==> src/rtl/stage_sequencer.sv <==
// stage_sequencer
// Multicycle stage sequencer for the 16-opcode RISC core. Each instruction
// passes through IF/ID/EX/MEM/WB and takes only the stages its opcode needs.
// Stalls on the shared memory ready handshake and on an external hold. If
// memory does not respond in time, the sequencer enters a sticky fault state
// that only reset can clear.
//
// Ports:
//   clock           - system clock, rising edge
//   reset           - synchronous, active-low reset
//   instructionCode - opcode from the instruction register, valid during ID
//   memReady        - memory access complete, sampled in IF and MEM
//   hold            - freezes the sequencer for the current cycle
//   enIF/enID/enE/enMem/enWRB - one-hot stage enables
//   stateOut        - encoded state (IDLE=0 IF=1 ID=2 EX=3 MEM=4 WB=5 FAULT=7)
//   instrDone       - pulse in the final cycle of an instruction
//   retiredCount    - number of completed instructions (wraps)
//   fault           - sticky memory-timeout flag
module stage_sequencer #(
  parameter int COUNT_WIDTH  = 16,
  parameter int MEM_WAIT_MAX = 15
) (
  input  logic                   clock,
  input  logic                   reset,
  input  logic [3:0]             instructionCode,
  input  logic                   memReady,
  input  logic                   hold,
  output logic                   enIF,
  output logic                   enID,
  output logic                   enE,
  output logic                   enMem,
  output logic                   enWRB,
  output logic [2:0]             stateOut,
  output logic                   instrDone,
  output logic [COUNT_WIDTH-1:0] retiredCount,
  output logic                   fault
);

  localparam int WAIT_W = $clog2(MEM_WAIT_MAX + 1);
  localparam logic [WAIT_W-1:0] WAIT_LIMIT = WAIT_W'(MEM_WAIT_MAX);

  typedef enum logic [2:0] {
    ST_IDLE  = 3'd0,
    ST_IF    = 3'd1,
    ST_ID    = 3'd2,
    ST_EX    = 3'd3,
    ST_MEM   = 3'd4,
    ST_WB    = 3'd5,
    ST_FAULT = 3'd7
  } state_t;

  state_t                  state_r;
  state_t                  next_state_s;
  logic [3:0]              opcode_r;
  logic [WAIT_W-1:0]       wait_r;
  logic [COUNT_WIDTH-1:0]  retired_r;
  logic                    fault_r;
  logic                    done_s;
  logic                    wait_inc_s;
  logic [4:0]              en_s;

  // Next-state, completion and wait-count decisions from the current state.
  always_comb begin
    next_state_s = state_r;
    done_s       = 1'b0;
    wait_inc_s   = 1'b0;
    case (state_r)
      ST_IDLE: begin
        next_state_s = ST_IF;
      end
      ST_IF: begin
        if (hold) begin
          next_state_s = state_r;
        end else if (memReady) begin
          next_state_s = ST_ID;
        end else if (wait_r == WAIT_LIMIT) begin
          next_state_s = ST_FAULT;
        end else begin
          wait_inc_s = 1'b1;
        end
      end
      ST_ID: begin
        if (hold) begin
          next_state_s = state_r;
        end else begin
          case (instructionCode)
            4'hC, 4'hD, 4'hE: begin
              // Jumps/calls/returns finish in decode.
              next_state_s = ST_IF;
              done_s       = 1'b1;
            end
            default: next_state_s = ST_EX;
          endcase
        end
      end
      ST_EX: begin
        if (hold) begin
          next_state_s = state_r;
        end else begin
          case (opcode_r)
            4'h0, 4'h1, 4'h2, 4'h3, 4'h4: next_state_s = ST_WB;
            4'h5, 4'h6, 4'h7, 4'h8, 4'hF: next_state_s = ST_MEM;
            default: begin
              // Branches (jump-class opcodes never reach EX).
              next_state_s = ST_IF;
              done_s       = 1'b1;
            end
          endcase
        end
      end
      ST_MEM: begin
        if (hold) begin
          next_state_s = state_r;
        end else if (memReady) begin
          case (opcode_r)
            4'h5, 4'h6, 4'h7: next_state_s = ST_WB;
            default: begin
              // Stores retire as soon as memory accepts them.
              next_state_s = ST_IF;
              done_s       = 1'b1;
            end
          endcase
        end else if (wait_r == WAIT_LIMIT) begin
          next_state_s = ST_FAULT;
        end else begin
          wait_inc_s = 1'b1;
        end
      end
      ST_WB: begin
        if (hold) begin
          next_state_s = state_r;
        end else begin
          next_state_s = ST_IF;
          done_s       = 1'b1;
        end
      end
      ST_FAULT: begin
        next_state_s = ST_FAULT;
      end
      default: begin
        next_state_s = ST_IDLE;
      end
    endcase
  end

  // State, opcode, wait counter, retire counter and fault flag registers.
  always_ff @(posedge clock) begin
    if (!reset) begin
      state_r   <= ST_IDLE;
      opcode_r  <= 4'h0;
      wait_r    <= '0;
      retired_r <= '0;
      fault_r   <= 1'b0;
    end else begin
      state_r <= next_state_s;
      if (next_state_s != state_r) begin
        wait_r <= '0;
      end else if (wait_inc_s) begin
        wait_r <= wait_r + WAIT_W'(1);
      end else begin
        wait_r <= wait_r;
      end
      if ((state_r == ST_ID) && !hold) begin
        opcode_r <= instructionCode;
      end else begin
        opcode_r <= opcode_r;
      end
      if (done_s) begin
        retired_r <= retired_r + COUNT_WIDTH'(1);
      end else begin
        retired_r <= retired_r;
      end
      fault_r <= fault_r | (next_state_s == ST_FAULT);
    end
  end

  // One-hot stage enables; silent while held, idle or faulted.
  always_comb begin
    en_s = 5'b00000;
    if (hold) begin
      en_s = 5'b00000;
    end else begin
      case (state_r)
        ST_IF:   en_s = 5'b10000;
        ST_ID:   en_s = 5'b01000;
        ST_EX:   en_s = 5'b00100;
        ST_MEM:  en_s = 5'b00010;
        ST_WB:   en_s = 5'b00001;
        default: en_s = 5'b00000;
      endcase
    end
  end

  assign enIF         = en_s[4];
  assign enID         = en_s[3];
  assign enE          = en_s[2];
  assign enMem        = en_s[1];
  assign enWRB        = en_s[0];
  assign stateOut     = state_r;
  assign instrDone    = done_s;
  assign retiredCount = retired_r;
  assign fault        = fault_r;

endmodule

==> config.mk <==
export PLATFORM = sky130hd
export DESIGN_NAME = stage_sequencer
export DESIGN_NICKNAME = d
export VERILOG_FILES = /design/src/rtl/stage_sequencer.sv
export SDC_FILE = /design/constraint.sdc
export NUM_CORES = 1
export LEC_CHECK = 0
export ABC_AREA = 1
export CORE_ASPECT_RATIO = 1.5
export CORE_UTILIZATION = 52
export CTS_CLUSTER_DIAMETER = 50
export DETAILED_ROUTE_END_ITERATION = 12
export PLACE_DENSITY_LB_ADDON = 0.12
export SYNTH_ARGS = -nofsm -noshare
export SYNTH_HDL_FRONTEND = slang
export SYNTH_SLANG_ARGS = --single-unit
==> constraint.sdc <==
create_clock -name clock -period 3.1 [get_ports clock]
set_input_delay 0.93 -clock clock [delete_from_list [all_inputs] [get_ports clock]]
set_output_delay 0.93 -clock clock [all_outputs]
set_load 0.005 [all_outputs]
======== Word-level counts from Yosys, hierarchy flattened ========
Index checks and enable logic that the tools add are counted.
operators by class
  equal/unequal tests ..................... 21
  bitwise operators ....................... 2
  reductions and logical operators ........ 11
  muxes and demuxes ....................... 27
  add/subtract/negate cells ............... 2
operators by type and width
  operator                                        number
  two-way mux 3 bit                               9
  one-hot mux 5 bit (5 select lines)              1
  == test 4 bit (second input constant)           6
  one-hot mux 3 bit (7 select lines)              1
  adder 16 x 1 -> 16 bit (second input constant)  1
  == test 4 x 3 -> 1 bit (second input constant)  4
  == test 3 bit (second input constant)           4
  two-way mux 1 bit                               12
  OR reduction 10 bit                             1
  OR reduction 5 bit                              2
  == test 4 x 2 -> 1 bit (second input constant)  2
  == test 3 x 2 -> 1 bit (second input constant)  2
  one-hot mux 3 bit (2 select lines)              1
  OR reduction 3 bit                              2
  two-way mux 5 bit                               1
  adder 4 x 1 -> 4 bit (second input constant)    1
  == test 4 x 1 -> 1 bit (second input constant)  1
  logical NOT 4 bit                               1
  one-hot mux 1 bit (4 select lines)              1
  OR reduction 2 bit                              2
  == test 3 x 1 -> 1 bit (second input constant)  1
  logical NOT 3 bit                               1
  != test 3 bit                                   1
  two-way mux 2 bit                               1
  4 further kinds                                 4
word-level totals
  word-level logic and storage cells ...... 68
  input port bits ......................... 8
  output and inout bits ................... 26
  register bits ........................... 28

======== Depth between registers and ports, before layout ========
Gate-level depths: netlist of the first run.
  word-level depth ........................ 8
  depth in mapped cells ................... 12
  gate-level depth less buffers ........... 11

======== Worst setup path after synthesis of the first run ========
Ideal clock, no wire load.
  path type ............................... input port to output port
  from .................................... input hold
  to ...................................... output instrDone
  data arrival time ....................... 1.839 ns
  data required time ...................... 2.170 ns
  stages .................................. 7
  path slack .............................. 0.331 ns
  buffers on the path ..................... 2
  path through ............................ buf_2 -> nor3_2 -> nand4_1 -> nand3_2 -> nand2_4 -> inv_4 -> buf_6
between the ends
  word-level cells in the longest chain between the ends .. 2
  elaborated cells between the ends (all ways) .. 5
  classes of those cells .................. mux: 5
RTL lines
  what                                         line  RTL
  start: declaration                           27    input logic hold,
  two-way mux 1 bit, on equally long branches  n/a
  one-hot mux 1 bit (4 select lines) (*)       67    case (state_r)
  end: declaration                             34    output logic instrDone,
Mark *: on every way between the ends. The rest lies on a longest branch, timed or not.

======== Worst setup path in the final report of the first run ========
  from .................................... register state_r[2], in the netlist stateOut[2]
  to ...................................... output enMem
between the ends
  word-level cells in the longest chain between the ends .. 3
  elaborated cells between the ends (all ways) .. 7
  classes of those cells .................. eq/ne: 5; mux: 2
RTL lines
  what                                    line  RTL
  start: declaration                      52    state_t state_r;
  start signal: assignment                155   state_r <= next_state_s;
  == test 3 bit (tied with other cells)   183   case (state_r)
  one-hot mux 5 bit (5 select lines) (*)  183
  two-way mux 5 bit (*)                   180   if (hold) begin
  end: declaration                        31    output logic enMem,
Marked as above.

==> results_dict.tcl, run 1 <==
set metrics [dict create \
    status "completed" \
    start_util 0.561 \
    finish.net_count 330 \
    synth_edf_count 0 \
    crit_chain "ha_1 -> nand2_1 -> inv_1 -> nor3_1 -> clkdlybuf4s50_1" \
    cap_violations 0 \
    dp_hpwl_um 3190 \
    diodes 0 \
    drt_iter0_drc 44 \
    postLayoutCellArea_um2 2310 \
    path_buf_inv 2 \
    critPathKind "flop to output pin" \
    setup_viol 0 \
    seq_area_frac_synth 0.310 \
    slew_violations 0 \
    synth_nets 287 \
    routed_wl_um 4190 \
    rows 25 \
    startpoint_type "flop" \
    end_kind "output pin" \
    avgRoutedWirePerCell_um 11.7 \
    p_int_w 0.000598 \
    hold_viol 0 \
    holdWs_ns 0.451 \
    via_count 1836 \
    path_clk_slew_ns 0.10 \
    clock-sinks 28 \
    p_per_area_nw_per_um2 353 \
    fin_crit_ns 2.97 \
    grt_antenna_before_repair 0 \
    yosysWarnings 0 \
    dieArea_um2 3720 \
    async_flop_share 0 \
    critPathTopFamily "flip-flops" \
    clock_path_buffers 2 \
    cts_root_buf "clkbuf_8" \
    routabilityCongestion 0.875 \
    hold_class "flop to flop" \
    syn_area_um2 1810 \
    drive_gt1_frac 0.154 \
    cts_made_buffers 3 \
    drcViolationCount 0 \
    hold_depth 2 \
    fillers 302 \
    ant_nets 0 \
    pwr-share-clk 0.354 \
    postCtsSetupBuffers 0 \
    fin_skew_ns 0.00422 \
    io_buffers 33 \
    grt_pass1_wl_um 7040 \
    via_per_inst 5.13 \
    swShare 0.267 \
    synth_seq_cells 28 \
    grt_pass1_vias 1680 \
    dpl_cell_area_um2 2240 \
    seqPwrFrac 0.475 \
    max_freq_ghz 0.337 \
    finalCritPeriodShare 0.958 \
    crit_arrival_ns 2.04 \
    core-area_um2 3220 \
    slew_headroom 0.674 \
    syn_inst 276 \
    r2r_setup_slack_ns 1.27 \
    ios 34 \
    cp.required_ns 2.17 \
    r2r_start "stateOut[0]$_SDFF_PN0_" \
    grt_overflow 0 \
    power.switching_w 0.000218 \
    syn-mean-instance-area_um2 6.55 \
    critPathSlowestCell "dfxtp_1" \
    synthDistinctLibCells 31 \
    holdPathEnd "fault$_SDFF_PN0_" \
    htreeDepth 1 \
    worstMarginPinSlew_ns 0.488 \
    grt.total_usage 0.244 \
    max_stage_delay_ns 0.64 \
    cellLeakagePower_nw 0.956 \
    r2r_end "retiredCount[3]$_SDFFE_PN0P_" \
    worst-r2r-cell-count 10 \
    irDropWorstVdd_mv 0.283 \
    hp-start "fault$_SDFF_PN0_" \
    cts_tree "done" \
    die_x_um 50.1 \
    first_pass_iters 4 \
    combPwrFrac 0.171 \
    synth_ff_type "dfxtp_1" \
    clk_latency_ns 0.27 \
    area_delta_synth_final_pct 28.0 \
    crit_fanout 12 \
    rsz0062_at_grt "no" \
    die_y_um 74.2 \
    grt_max_degree 17 \
]
-- sequential cells by signal (all words and copies together) (netlist names) --
name,cells
wait_r,4
opcode_r,4
fault,1
stateOut,3
retiredCount,16
-- layout by cell type (no fill, tap or decap), drive strengths merged, types with 11 or more instances in the layout --
cell type / netlist / layout
a21oi: 20 / 20
nor2: 25 / 25
buf: 5 / 12
o21ai: 11 / 11
nand3: 21 / 21
clkdlybuf4s50: 0 / 27
inv: 39 / 39
nor3: 13 / 13
nand2: 83 / 83
dfxtp: 28 / 28
-- logic make-up after synthesis --
kind of cell	share of synthesized area
compound gates	0.120
xor+xnor	0.0630
fa+ha+maj	0.0208
buf+inv	0.105
flops	0.310
simple gates	0.381
-- synthesized netlist by cell type (2+ instances only) --
| cell type | count | area share |
|---|---|---|
| nand2_1 | 72 | 0.15 |
| inv_1 | 33 | 0.069 |
| dfxtp_1 | 28 | 0.31 |
| nor2_1 | 24 | 0.050 |
| nand3_1 | 19 | 0.053 |
| a21oi_1 | 11 | 0.030 |
| nor3_1 | 11 | 0.030 |
| nand2_2 | 10 | 0.035 |
| a21oi_2 | 9 | 0.044 |
| nand4_1 | 7 | 0.024 |
| o21ai_0 | 7 | 0.019 |
| xor2_1 | 7 | 0.034 |
| xnor2_1 | 6 | 0.029 |
| inv_2 | 5 | 0.010 |
| o21ai_1 | 4 | 0.011 |
| buf_2 | 3 | 0.0083 |
| ha_1 | 3 | 0.021 |
| clkbuf_1 | 2 | 0.0042 |
| nand3_2 | 2 | 0.011 |
| nor3_2 | 2 | 0.011 |
-- worst min-delay path, stage by stage, from the launching register on --
cell and delay [ns]:
dfxtp_1 0.32, nand2_1 0.05, nand2_1 0.04
-- metal layers --
metal	share of wire	vias up	global-route usage
li1	-	966	-
met1	0.42	817	0.267
met4	0.018	0	0.111
met2	0.54	47	0.467
met3	0.026	6	0.0184
met5	0	-	0
-- metrics by stage --
step / TNS (ns) / worst slack, ns / utilization / power, W / std cells
3_5_place_dp: -0.904 / -0.290 / 0.694 / 0.000535 / 354
2_1_floorplan: 0 / 0.331 / - / 0.000480 / 276
5_1_grt: 0 / 0.0288 / 0.718 / 0.000857 / 358
3_3_place_gp: -0.860 / -0.282 / 0.694 / 0.000535 / 354
6_report: 0 / 0.132 / 0.718 / 0.000816 / 358
4_1_cts: 0 / 0.00367 / 0.716 / 0.000823 / 358
-- worst max path at each step --
stage / startpoint / end / slack (ns) / cells past startpoint
floorplan: hold / instrDone / 0.33 / 7
global placement: hold / instrDone / -0.28 / 9
detailed placement: hold / instrDone / -0.29 / 9
CTS: hold / enID / 0.004 / 6
global route: stateOut[2]$_SDFF_PN0_ / enMem / 0.03 / 5
finish: stateOut[2]$_SDFF_PN0_ / enMem / 0.13 / 5
-- final cells by class --
class	count	area [µm²]	share of cell area
clock buffer	3	41.3	0.0178
clock inverter	1	30.0	0.0130
sequential	28	562	0.243
inverter	39	149	0.0644
timing repair buffer	45	424	0.183
multi-input combinational	202	1060	0.457
tap	40	50.0	0.0216
-- power groups by stage --
stage	Combinational, W	Sequential [W]	Clock, W
finish	0.000140	0.000387	0.000289
detailed placement	0.000141	0.000395	0
floorplan	0.0000975	0.000383	0
CTS	0.000141	0.000386	0.000295
global route	0.000157	0.000389	0.000311
global placement	0.000140	0.000395	0
-- repair_timing --
item / CTS / global route
pin swaps: 0 / 5
gates resized for setup: 2 / 7
hold buffers: 0 / 0
endpoints found under the setup margin: 6 / 3
No activity file was read; power rests on OpenSTA's default activity.
==> run 2, diff against run 1 <==
--- a/config.mk
+++ b/config.mk
@@ -7,10 +7,11 @@
 export LEC_CHECK = 0
 export ABC_AREA = 1
 export CORE_ASPECT_RATIO = 1.5
-export CORE_UTILIZATION = 52
+export CORE_UTILIZATION = 63
 export CTS_CLUSTER_DIAMETER = 50
 export DETAILED_ROUTE_END_ITERATION = 12
-export PLACE_DENSITY_LB_ADDON = 0.12
+export DONT_BUFFER_PORTS = 1
+export PLACE_DENSITY_LB_ADDON = 0.1
 export SYNTH_ARGS = -nofsm -noshare
 export SYNTH_HDL_FRONTEND = slang
 export SYNTH_SLANG_ARGS = --single-unit
==> run 2 against run 1 <==
  * Final area shrank 18%
  * Largest cell class unchanged
  * Non-clock buffer count fell by 42
  * Critical path depth did not move
  * Cell count down 13%
  * Clock skew decreased by 0.0011 ns
==> results_dict.tcl, run 2 (synthesis gave the netlist of run 1 again) <==
set metrics [dict create \
    status "completed" \
    grt_antenna_before_repair 0 \
    drt_iter0_drc 44 \
    final_util 0.699 \
    worstMarginPinSlew_ns 0.609 \
    r2r_end "retiredCount[5]$_SDFFE_PN0P_" \
    cellLeakagePower_nw 0.746 \
    holdPathEnd "fault$_SDFF_PN0_" \
    crit_chain "nor3_2 -> nand4_1 -> nand3_2 -> nand2_4 -> inv_4" \
    use_met2 0.518 \
    fin_skew_ns 0.00317 \
    core-area_um2 2710 \
    via_per_inst 5.45 \
    max_freq_ghz 0.383 \
    dp_hpwl_um 2920 \
    htreeDepth 1 \
    finish.net_count 288 \
    rsz0062_at_grt "no" \
    postCtsHoldBufs 0 \
    dieArea_um2 3090 \
    gr-usage-met3 0.0348 \
    hold_viol 0 \
    largest_reg_flops 16 \
    dp.cells 309 \
    holdWs_ns 0.473 \
    cts_resized 0 \
    hold_class "flop to flop" \
    rows 23 \
    ios 34 \
    grt_pass1_vias 1604 \
    clock_path_buffers 2 \
    die_y_um 67.6 \
    hold_depth 2 \
    setup.worst_path.start "hold" \
    busiest_layer "met2" \
    final_cells 313 \
    layout_common_cells "72 x nand2_1, 33 x inv_1, 28 x dfxtp_1" \
    die_x_um 45.7 \
    max_stage_delay_ns 0.24 \
    critPathSlowestCell "nor3_2" \
    clock-sinks 28 \
    critPathTopFamily "simple AND/OR/NAND/NOR gates" \
    grt.total_usage 0.272 \
    area_delta_synth_final_pct 4.57 \
    layout_commonest_cell "nand2_1" \
    path_clk_slew_ns 0.09 \
    use_met1 0.279 \
    drcViolationCount 0 \
    clk_latency_ns 0.27 \
    fillers 276 \
    postCtsSetupBuffers 0 \
    finalCritPeriodShare 0.842 \
    crit_fanout 17 \
    irDropWorstVdd_mv 0.295 \
    r2r_setup_slack_ns 1.20 \
    via_count 1706 \
    ant_nets 0 \
    diodes 0 \
    setup_viol 0 \
    critPathKind "input pin to output pin" \
    slew_violations 0 \
    tns_ns 0 \
    end_kind "output pin" \
    start_util 0.668 \
    drive_gt1_frac 0.138 \
    routed_wl_um 3810 \
    cap_violations 0 \
    worst-r2r-cell-count 9 \
    grt_pass1_wl_um 6290 \
    fin_crit_ns 2.61 \
    routabilityCongestion 0.859 \
    grt_max_degree 18 \
    slew_headroom 0.594 \
    cts_root_buf "clkbuf_8" \
    crit_arrival_ns 1.68 \
    first_pass_iters 4 \
    hp-start "fault$_SDFF_PN0_" \
    startpoint_type "input pin" \
    io_buffers 0 \
    avgRoutedWirePerCell_um 12.2 \
    grt_overflow 0 \
    cts_made_buffers 3 \
    r2r_start "stateOut[2]$_SDFF_PN0_" \
    path_buf_inv 1 \
    cts_tree "done" \
    cp.required_ns 2.17 \
    p_per_area_nw_per_um2 379 \
]
-- run 2: worst max path at each step --
stage | end | slack [ns] | cells past startpoint
CTS | instrDone | 0.47 | 5
global route | instrDone | 0.39 | 6
finish | instrDone | 0.49 | 5
global placement | instrDone | 0.52 | 5
floorplan | instrDone | 0.33 | 7
detailed placement | instrDone | 0.47 | 5
-- run 2: tightest hold or removal path, stage by stage (launching register included) --
cell     delay (ns)
dfxtp_1        0.34
nand2_1        0.06
nand2_1        0.04
-- run 2: per-layer routing --
layer | part of all wire | up-vias
li1 | - | 883
met1 | 0.41 | 758
met2 | 0.52 | 52
met3 | 0.044 | 13
met4 | 0.029 | 0
met5 | 0 | -
-- run 2: area by class of cell --
type                            count  area (µm²)  area share
Inverter                           39         149      0.0788
Clock buffer                        4        55.1      0.0291
Multi-Input combinational cell    202        1060       0.559
Sequential cell                    28         561       0.296
Timing Repair Buffer                3        22.5      0.0119
Tap cell                           37        46.3      0.0245
-- run 2: metrics by stage --
step	cell area, µm²	worst slack [ns]	power (W)
final	1890	0.488	0.000717
after global routing	1890	0.386	0.000756
after CTS	1890	0.469	0.000720
after detailed placement	1840	0.470	0.000503
after global placement	1840	0.521	0.000501
after floorplan	1810	0.331	0.000480
-- run 2: power by group --
part	switching [W]	internal (W)	total (W)
logic	0.0000774	0.0000350	0.000112
clock network	0.000107	0.000113	0.000220
registers	0.0000164	0.000368	0.000384
total	0.000201	0.000516	0.000717
